## src/rtl/sub11_pkg.sv

```systemverilog
// Shared widths, segment offsets and pipeline stage payloads for the 11-bit
// carry-select-style subtractor.
package sub11_pkg;

    localparam int SUB_W    = 11;
    localparam int SEG0_W   = 3;
    localparam int SEG1_W   = 4;
    localparam int SEG2_W   = 4;
    localparam int SEG0_LSB = 0;
    localparam int SEG1_LSB = 3;
    localparam int SEG2_LSB = 7;
    localparam int STAGES   = 3;

    typedef struct packed {
        logic [SEG1_W-1:0] diff0;
        logic [SEG1_W-1:0] diff1;
        logic              bor0;
        logic              bor1;
    } seg1_cand_t;

    typedef struct packed {
        logic [SEG2_W-1:0] diff0;
        logic [SEG2_W-1:0] diff1;
        logic              bor0;
        logic              bor1;
    } seg2_cand_t;

    // Stage 1: S0 resolved, S1/S2 still as candidate pairs.
    typedef struct packed {
        logic [SEG0_W-1:0] d0;
        logic              br0;
        seg1_cand_t        s1;
        seg2_cand_t        s2;
        logic              a_msb;
        logic              b_msb;
    } st1_t;

    // Stage 2: S0+S1 resolved, S2 still a candidate pair.
    typedef struct packed {
        logic [SEG2_LSB-1:0] d_lo;
        logic                br1;
        seg2_cand_t          s2;
        logic                a_msb;
        logic                b_msb;
    } st2_t;

    typedef struct packed {
        logic [SUB_W-1:0] d;
        logic             bout;
        logic             ovf;
    } st3_t;

    function automatic logic sub_ovf(input logic a_msb, input logic b_msb, input logic d_msb);
        return (a_msb != b_msb) && (d_msb != a_msb);
    endfunction

endpackage

```

## src/rtl/sub11_pipe_if.sv

```systemverilog
// Operand/result handshake bundle for sub11_pipe. master = producer/consumer
// side, slave = the subtractor.
interface sub11_pipe_if;
    import sub11_pkg::*;

    logic [SUB_W-1:0] a;
    logic [SUB_W-1:0] b;
    logic             bin;
    logic             in_valid;
    logic             in_ready;
    logic [SUB_W-1:0] d;
    logic             bout;
    logic             ovf;
    logic             out_valid;
    logic             out_ready;

    modport master (
        output a, b, bin, in_valid, out_ready,
        input  in_ready, d, bout, ovf, out_valid
    );

    modport slave (
        input  a, b, bin, in_valid, out_ready,
        output in_ready, d, bout, ovf, out_valid
    );

endinterface

```

## src/rtl/csel_sub_seg.sv

```systemverilog
// Combinational segment subtractor producing both borrow-in candidates;
// the borrow is the MSB of a (W+1)-bit difference.
module csel_sub_seg #(
    parameter int W = 4
) (
    input  logic [W-1:0] i_a,
    input  logic [W-1:0] i_b,
    output logic [W-1:0] o_diff0,
    output logic         o_bor0,
    output logic [W-1:0] o_diff1,
    output logic         o_bor1
);

    logic [W:0] w_r0;
    logic [W:0] w_r1;

    assign w_r0 = {1'b0, i_a} - {1'b0, i_b};
    assign w_r1 = {1'b0, i_a} - {1'b0, i_b} - {{W{1'b0}}, 1'b1};

    assign o_diff0 = w_r0[W-1:0];
    assign o_bor0  = w_r0[W];
    assign o_diff1 = w_r1[W-1:0];
    assign o_bor1  = w_r1[W];

endmodule

```

## src/rtl/sub11_pipe.sv

```systemverilog
// 3-stage pipelined 11-bit subtractor with borrow-in/out and signed overflow;
// each carry-select boundary sits on a register, full valid/ready back-pressure.
module sub11_pipe
    import sub11_pkg::*;
(
    input  logic         clk,
    input  logic         rst_n,
    sub11_pipe_if.slave  bus
);

    logic [STAGES:1] r_vld;
    st1_t            r_s1;
    st2_t            r_s2;
    st3_t            r_s3;

    logic w_rdy1, w_rdy2, w_rdy3;
    logic w_adv1, w_adv2, w_adv3;

    // Ready chain: a stage may load when empty or when its successor moves.
    assign w_rdy3 = !r_vld[3] || bus.out_ready;
    assign w_rdy2 = !r_vld[2] || w_rdy3;
    assign w_rdy1 = !r_vld[1] || w_rdy2;

    assign w_adv1 = w_rdy1 && bus.in_valid;
    assign w_adv2 = w_rdy2 && r_vld[1];
    assign w_adv3 = w_rdy3 && r_vld[2];

    // Stage 1 datapath
    logic [SEG0_W:0]   w_s0;
    logic [SEG1_W-1:0] w_s1_d0, w_s1_d1;
    logic              w_s1_b0, w_s1_b1;
    logic [SEG2_W-1:0] w_s2_d0, w_s2_d1;
    logic              w_s2_b0, w_s2_b1;
    st1_t              w_st1;

    assign w_s0 = {1'b0, bus.a[SEG0_LSB +: SEG0_W]}
                - {1'b0, bus.b[SEG0_LSB +: SEG0_W]}
                - {{SEG0_W{1'b0}}, bus.bin};

    csel_sub_seg #(.W(SEG1_W)) u_seg1 (
        .i_a     (bus.a[SEG1_LSB +: SEG1_W]),
        .i_b     (bus.b[SEG1_LSB +: SEG1_W]),
        .o_diff0 (w_s1_d0),
        .o_bor0  (w_s1_b0),
        .o_diff1 (w_s1_d1),
        .o_bor1  (w_s1_b1)
    );

    csel_sub_seg #(.W(SEG2_W)) u_seg2 (
        .i_a     (bus.a[SEG2_LSB +: SEG2_W]),
        .i_b     (bus.b[SEG2_LSB +: SEG2_W]),
        .o_diff0 (w_s2_d0),
        .o_bor0  (w_s2_b0),
        .o_diff1 (w_s2_d1),
        .o_bor1  (w_s2_b1)
    );

    always_comb begin
        w_st1          = '0;
        w_st1.d0       = w_s0[SEG0_W-1:0];
        w_st1.br0      = w_s0[SEG0_W];
        w_st1.s1.diff0 = w_s1_d0;
        w_st1.s1.diff1 = w_s1_d1;
        w_st1.s1.bor0  = w_s1_b0;
        w_st1.s1.bor1  = w_s1_b1;
        w_st1.s2.diff0 = w_s2_d0;
        w_st1.s2.diff1 = w_s2_d1;
        w_st1.s2.bor0  = w_s2_b0;
        w_st1.s2.bor1  = w_s2_b1;
        w_st1.a_msb    = bus.a[SUB_W-1];
        w_st1.b_msb    = bus.b[SUB_W-1];
    end

    // Stage 2: br0 picks the S1 candidate
    st2_t w_st2;

    always_comb begin
        w_st2       = '0;
        w_st2.d_lo  = {(r_s1.br0 ? r_s1.s1.diff1 : r_s1.s1.diff0), r_s1.d0};
        w_st2.br1   = r_s1.br0 ? r_s1.s1.bor1 : r_s1.s1.bor0;
        w_st2.s2    = r_s1.s2;
        w_st2.a_msb = r_s1.a_msb;
        w_st2.b_msb = r_s1.b_msb;
    end

    // Stage 3: br1 picks the S2 candidate
    st3_t              w_st3;
    logic [SEG2_W-1:0] w_hi;

    always_comb begin
        w_hi       = r_s2.br1 ? r_s2.s2.diff1 : r_s2.s2.diff0;
        w_st3      = '0;
        w_st3.d    = {w_hi, r_s2.d_lo};
        w_st3.bout = r_s2.br1 ? r_s2.s2.bor1 : r_s2.s2.bor0;
        w_st3.ovf  = sub_ovf(r_s2.a_msb, r_s2.b_msb, w_hi[SEG2_W-1]);
    end

    always_ff @(posedge clk or negedge rst_n) begin
        if (!rst_n) begin
            r_vld <= '0;
            r_s1  <= '0;
            r_s2  <= '0;
            r_s3  <= '0;
        end else begin
            if (w_rdy1) r_vld[1] <= bus.in_valid;
            if (w_rdy2) r_vld[2] <= r_vld[1];
            if (w_rdy3) r_vld[3] <= r_vld[2];
            if (w_adv1) r_s1 <= w_st1;
            if (w_adv2) r_s2 <= w_st2;
            if (w_adv3) r_s3 <= w_st3;
        end
    end

    assign bus.in_ready  = w_rdy1;
    assign bus.out_valid = r_vld[3];
    assign bus.d         = r_s3.d;
    assign bus.bout      = r_s3.bout;
    assign bus.ovf       = r_s3.ovf;

endmodule
```

## src/flat_wrapper.sv

```systemverilog
// flat-port wrapper written by rule: the top's interface ports become plain ports
module sub11_pipe_flat import sub11_pkg::*;
  (clk, rst_n, bus_a, bus_b, bus_bin, bus_in_valid, bus_out_ready, bus_in_ready, bus_d, bus_bout, bus_ovf, bus_out_valid);
  sub11_pipe_if bus_i ();
  input  logic clk;
  input  logic rst_n;
  input wire logic [$bits(bus_i.a)-1:0] bus_a;
  input wire logic [$bits(bus_i.b)-1:0] bus_b;
  input wire logic [$bits(bus_i.bin)-1:0] bus_bin;
  input wire logic [$bits(bus_i.in_valid)-1:0] bus_in_valid;
  input wire logic [$bits(bus_i.out_ready)-1:0] bus_out_ready;
  output wire logic [$bits(bus_i.in_ready)-1:0] bus_in_ready;
  output wire logic [$bits(bus_i.d)-1:0] bus_d;
  output wire logic [$bits(bus_i.bout)-1:0] bus_bout;
  output wire logic [$bits(bus_i.ovf)-1:0] bus_ovf;
  output wire logic [$bits(bus_i.out_valid)-1:0] bus_out_valid;
  assign bus_i.a = bus_a;
  assign bus_i.b = bus_b;
  assign bus_i.bin = bus_bin;
  assign bus_i.in_valid = bus_in_valid;
  assign bus_i.out_ready = bus_out_ready;
  assign bus_in_ready = bus_i.in_ready;
  assign bus_d = bus_i.d;
  assign bus_bout = bus_i.bout;
  assign bus_ovf = bus_i.ovf;
  assign bus_out_valid = bus_i.out_valid;
  sub11_pipe u_core (.clk(clk), .rst_n(rst_n), .bus(bus_i));
endmodule
```

## config.mk

```make
export PLATFORM = sky130hd
export DESIGN_NAME = sub11_pipe_flat
export DESIGN_NICKNAME = d
export VERILOG_FILES = /design/src/rtl/sub11_pkg.sv /design/src/rtl/sub11_pipe_if.sv /design/src/rtl/csel_sub_seg.sv /design/src/rtl/sub11_pipe.sv /design/src/flat_wrapper.sv
export SDC_FILE = /design/constraint.sdc
export NUM_CORES = 1
export LEC_CHECK = 0
export CORE_UTILIZATION = 40
export DETAILED_ROUTE_END_ITERATION = 7
export GPL_ROUTABILITY_DRIVEN = 0
export PLACE_DENSITY = 0.71
export SETUP_SLACK_MARGIN = 0.2
export SLEW_MARGIN = 20
export SYNTH_ARGS = -nofsm -noshare
export SYNTH_HDL_FRONTEND = slang
export SYNTH_SLANG_ARGS = --single-unit
```

## constraint.sdc

```tcl
create_clock -name clk -period 2.05 [get_ports clk]
set_input_delay 0.41 -clock clk [delete_from_list [all_inputs] [get_ports clk]]
set_output_delay 0.41 -clock clk [all_outputs]
set_load 0.005 [all_outputs]
```

# --- Word level (Yosys, flattened, before mapping) ---
# Cells that the tools add are included.
totals:
  elab_cells: 48
  output_inout_bits: 15
  memories: 0
  rom_bits: 0
  latchBits: 0
  regBits: 62
  in_bits: 27
  ramBits: 0
op_classes:
  eq_ne: 2
  n_mul: 0
  n_mux: 4
  add_sub_neg: 6
  div_mod_pow: 0
  n_bitwise: 0
  n_reduce_logical: 10
  magnitude_cmp: 0
  n_shift: 0
op_table:
  columns: ["cell", "count"]
  rows:
  - ["4-bit by 4-bit subtractor with 5-bit output", 2]
  - ["5-bit by 1-bit subtractor with 5-bit output, second input constant", 2]
  - ["4-bit 2-to-1 mux", 2]
  - ["1-bit logical AND", 4]
  - ["3-bit by 3-bit subtractor with 4-bit output", 1]
  - ["4-bit by 1-bit subtractor with 4-bit output", 1]
  - ["1-bit zero test", 3]
  - ["1-bit logical OR", 3]
  - ["1-bit 2-to-1 mux", 2]
  - ["1-bit inequality test", 2]

# --- Depth between registers and ports, before layout ---
logic_depth:
  depth_word: 5
  depth_mapped: 8

# --- By module ---
# A second synthesis with hierarchy kept.
hier_totals:
  cells_unflattened: 240
  area_unflattened_um2: 3124.2
modules_own_cells:
  columns: ["module", "area_each_um2", "instances", "cells_each", "seq_area_each_um2"]
  rows:
  - ["sub11_pipe", 2663.8, 1, 180, 1551.5]
  - ["csel_sub_seg", 230.2, 2, 30, 0.0]

# --- Worst setup path after synthesis ---
# No wires, ideal clock.
synth_path:
  path_kind: "in2reg"
  from: "input port bus_a[7]"
  to: "register u_core.r_s1[2] (netlist name)"
  cell_stages: 8
  arrival_ps: 1949
  t_required_ps: 1968
  setup_slack_ps: 19
  setup_ps: 82
  path_buffers: 0
  cell_sequence: "inv_1 ha_1 fa_1 ha_1 nand2_1 a211o_1 a22o_1 a31oi_1"
synth_via:
  elab_chain_cells: 2
synth_rtl:
  columns: ["element", "line", "text"]
  rows:
  - ["from (decl)", "flat_wrapper.sv:7", "input wire logic [$bits(bus_i.a)-1:0] bus_a;"]
  - ["4-bit by 4-bit subtractor with 5-bit output", "csel_sub_seg.sv:18", "assign w_r1 = {1'b0, i_a} - {1'b0, i_b} - {{W{1'b0}}, 1'b1};"]
  - ["5-bit by 1-bit subtractor with 5-bit output", "csel_sub_seg.sv:18", null]
  - ["to (signal assigned)", "sub11_pipe.sv:108", "if (w_adv1) r_s1 <= w_st1;"]
  - ["to (decl)", "sub11_pipe.sv:12", "st1_t r_s1;"]
# Every way passes these cells.
# A chain may end at the register's enable or synchronous reset.

# --- Final worst setup path ---
# Same ends and word-level chain as after synthesis.

==> impl_results.md <==
- Outcome: finished clean
- # H-tree levels: 3
- Clk slew on worst S/H paths: approximately 0.060 ns
- Cell count after placement: between 400 and 500
- Largest net degree at the start of global routing: 63
- Via count: around 2100
- Max-Cap Viols: 0
- ANT cells: 0
- Crit. End Element: register
- Post-synth top cells: dfrtp_1, nand2_1, o21ai_0
- Die ar.: slightly below 8000 µm²
- Post-Synthesis Cells: around 260
- Vias in the first global route: ~2100
- Hold-fix buffers at CTS: 0
- Worst hold path type: in2async
- WS Path Type: in2reg
- Die height: 88.9 µm
- Post-synthesis cell area: around 3000 µm²
- Synth async-reset ratio: 1.00
- Final Cycle Share: 0.921
- Power per cell area: 966 nW/µm²
- Crit path DAT: approximately 2.1 ns
- Final core occ: 0.559
- Core area: 7290 µm²
- R2r setup slk: between 0.5 and 0.6 ns
- DR pass1 iterations: 4
- First-pass GRT wire length: approximately 9000 µm
- Crit path required time: 2.27 ns
- Period minus WS final: around 1.9 ns
- Initial Util: 0.414
- Area Overhead vs Synth: 35.2%
- Layout cells sized above 1: 0.268
- Clk Latency, worst-skew pair: 0.33 ns
- Max Root-Sink Buffers: 2
- Fin Clk Skew: roughly 0.0047 ns
- Vias/cell: about 4.7
- Die X-Extent: around 89 µm
- Synth area leader: dfrtp_1
- Post-route antenna net violation count: 0
- Num rows: 31
- Post-Syn Nets: 308
- Clock Sinks: slightly above 60
- Seq/Total Area, Yosys: 0.514
- Top_reg_cell synth: dfrtp_1
- Critical path's top delay family: adder cells
- Mean routed wirelength per cell: between 10 and 15 µm
- WP buf/inv: 3
- Drt total wl: between 5000 and 6000 µm
- Worst path max stage delay: around 0.58 ns
- Worst slew pin tran: 0.441 ns
- Leak Pwr: approximately 1.9 nW
- Critical Path Source Type: primary input
- Setup Viol. Count Final: 0
- Number of synthesized flops with an enable pin: 0
- Final cell count without fillers: 438
- Yosys warns: 0
- RSZ-0062 raised after global routing: yes
- Slew Limit Fails: 0
- Max Fclk: approximately 530 MHz
- Post-Syn Area per Cell: ~11 µm²
- Peak supply drop: around 400 µV
- Hpwl dp: approximately 4000 µm
- Worst path cell trace: buf_8 -> inv_12 -> ha_4 -> fa_2 -> ha_2 -> nand2_1 -> a211o_1 -> buf_4 -> nand4_1 -> a31oi_1
- FF+latch count, synth: between 60 and 70
- Layout net count: around 380
- I/O Pins: 42
- Number of CTS-inserted buffers: 9
- Critical path peak fanout: 3
- Synth top area cells: dfrtp_1, mux2_2, ha_1
- Post-synth top area share: 0.514
- Final hold slack: approximately 0.061 ns
- Most common cell in the netlist: dfrtp_1
- Synth unique cells: 37
- Hold Vio Cnt, Final: 0
- 1st-iter DRT viols: between 60 and 70
- GR Overflow Total: 0
- IO buf count: 41
- CTS tree: built
- Rel. slew slack: 0.706
- Post-route DRC: 0
- Gr usage total: 0.153
- Root Buffer: clkbuf_8
- Slowest-stage cell, CP: fa_2
- Filler instances: around 660
- Antenna violations before repair: 0
[cell type report]
type	instances	area, µm²	area share
sequential	62	1550	0.380
multi-input combinational	174	1470	0.361
timing repair buffer	71	664	0.163
clock buffer	13	169	0.0414
tap	99	124	0.0304
inverter	18	92.6	0.0227
clock inverter	1	5.00	0.00123
[cells in the final DEF (no fill, tap or decap), types with 3 or more instances in the layout]
cell type / synthesis / layout
nand3b_1: 3 / 3
nand4_1: 3 / 3
buf_4: 0 / 27
ha_4: 0 / 5
mux2_1: 7 / 7
xnor2_1: 5 / 5
clkdlybuf4s50_1: 0 / 25
nand2b_1: 5 / 5
dlymetal6s2s_1: 0 / 3
nand2_1: 40 / 40
nor2b_1: 4 / 4
xor2_1: 4 / 3
dlygate4sd2_1: 0 / 7
clkbuf_8: 0 / 12
nor2_1: 3 / 3
mux2_2: 19 / 18
o21ai_0: 28 / 26
o21ai_1: 1 / 3
inv_2: 0 / 3
dfrtp_1: 62 / 62
ha_1: 14 / 7
mux2i_1: 10 / 10
inv_1: 18 / 13
[logic make-up after synthesis]
logic type	Yosys count	synth area share
muxes	37	0.135
and+or+nand+nor	68	0.111
adders and majority gates	18	0.0846
DFF	62	0.514
buffers and inverters	27	0.0361
xor gates and xnor gates	12	0.0464
AOI/OAI and AO/OA	39	0.0726
[flip-flops by register name, summed over array words and instances, names as in the netlist]
name,flops
u_core.r_s1,26
u_core.bus.ovf,1
u_core.r_s2,20
u_core.bus.d,11
u_core.bus.bout,1
u_core.r_vld,3
[routing by layer]
metal  vias to the layer above  routed length, µm  track usage
li1                       1036                  -            -
met2                        32               2550        0.236
met5                         -                  0            0
met3                        12                159       0.0280
met4                         0                102       0.0850
met1                       979               2550        0.204
[power by group]
| part | internal, W | leakage [nW] | total, W | switching, W |
|---|---|---|---|---|
| Combinational | 0.000732 | 1.05 | 0.00117 | 0.000438 |
| Sequential | 0.00160 | 0.748 | 0.00182 | 0.000222 |
| Clock | 0.000523 | 0.0914 | 0.000946 | 0.000423 |
[through the flow]
| step | instance area, µm² | setup TNS (ns) | setup WS [ns] | power, W |
|---|---|---|---|---|
| after global routing | 4080 | 0 | 0.104 | 0.00421 |
| final | 4080 | 0 | 0.162 | 0.00394 |
| after global placement | 3770 | -5.09 | -0.653 | 0.00293 |
| after floorplan | 3080 | 0 | 0.0333 | 0.00241 |
| after detailed placement | 3770 | -5.91 | -0.729 | 0.00299 |
| after CTS | 3970 | 0 | 0.0946 | 0.00395 |
[path summary, 6_finish.rpt]
path,start,endpoint,depth (start not counted)
setup / recovery,bus_a[7],u_core.r_s1[2],10
hold / removal,rst_n,u_core.r_s1[23],2
setup reg to reg,u_core.r_vld[3],u_core.r_s1[11],4
hold reg to reg,u_core.bus.d[7],u_core.bus.d[7],2
max in group asynchronous,rst_n,u_core.r_s2[8],2
min in group clk,u_core.bus.d[7],u_core.bus.d[7],2
[what timing repair did]
item,CTS,global route
endpoints found under the setup margin,15,5
pin swaps,14,19
buffers inserted,2,4
resized for setup,29,28
(Power assumes the default switching activity.)
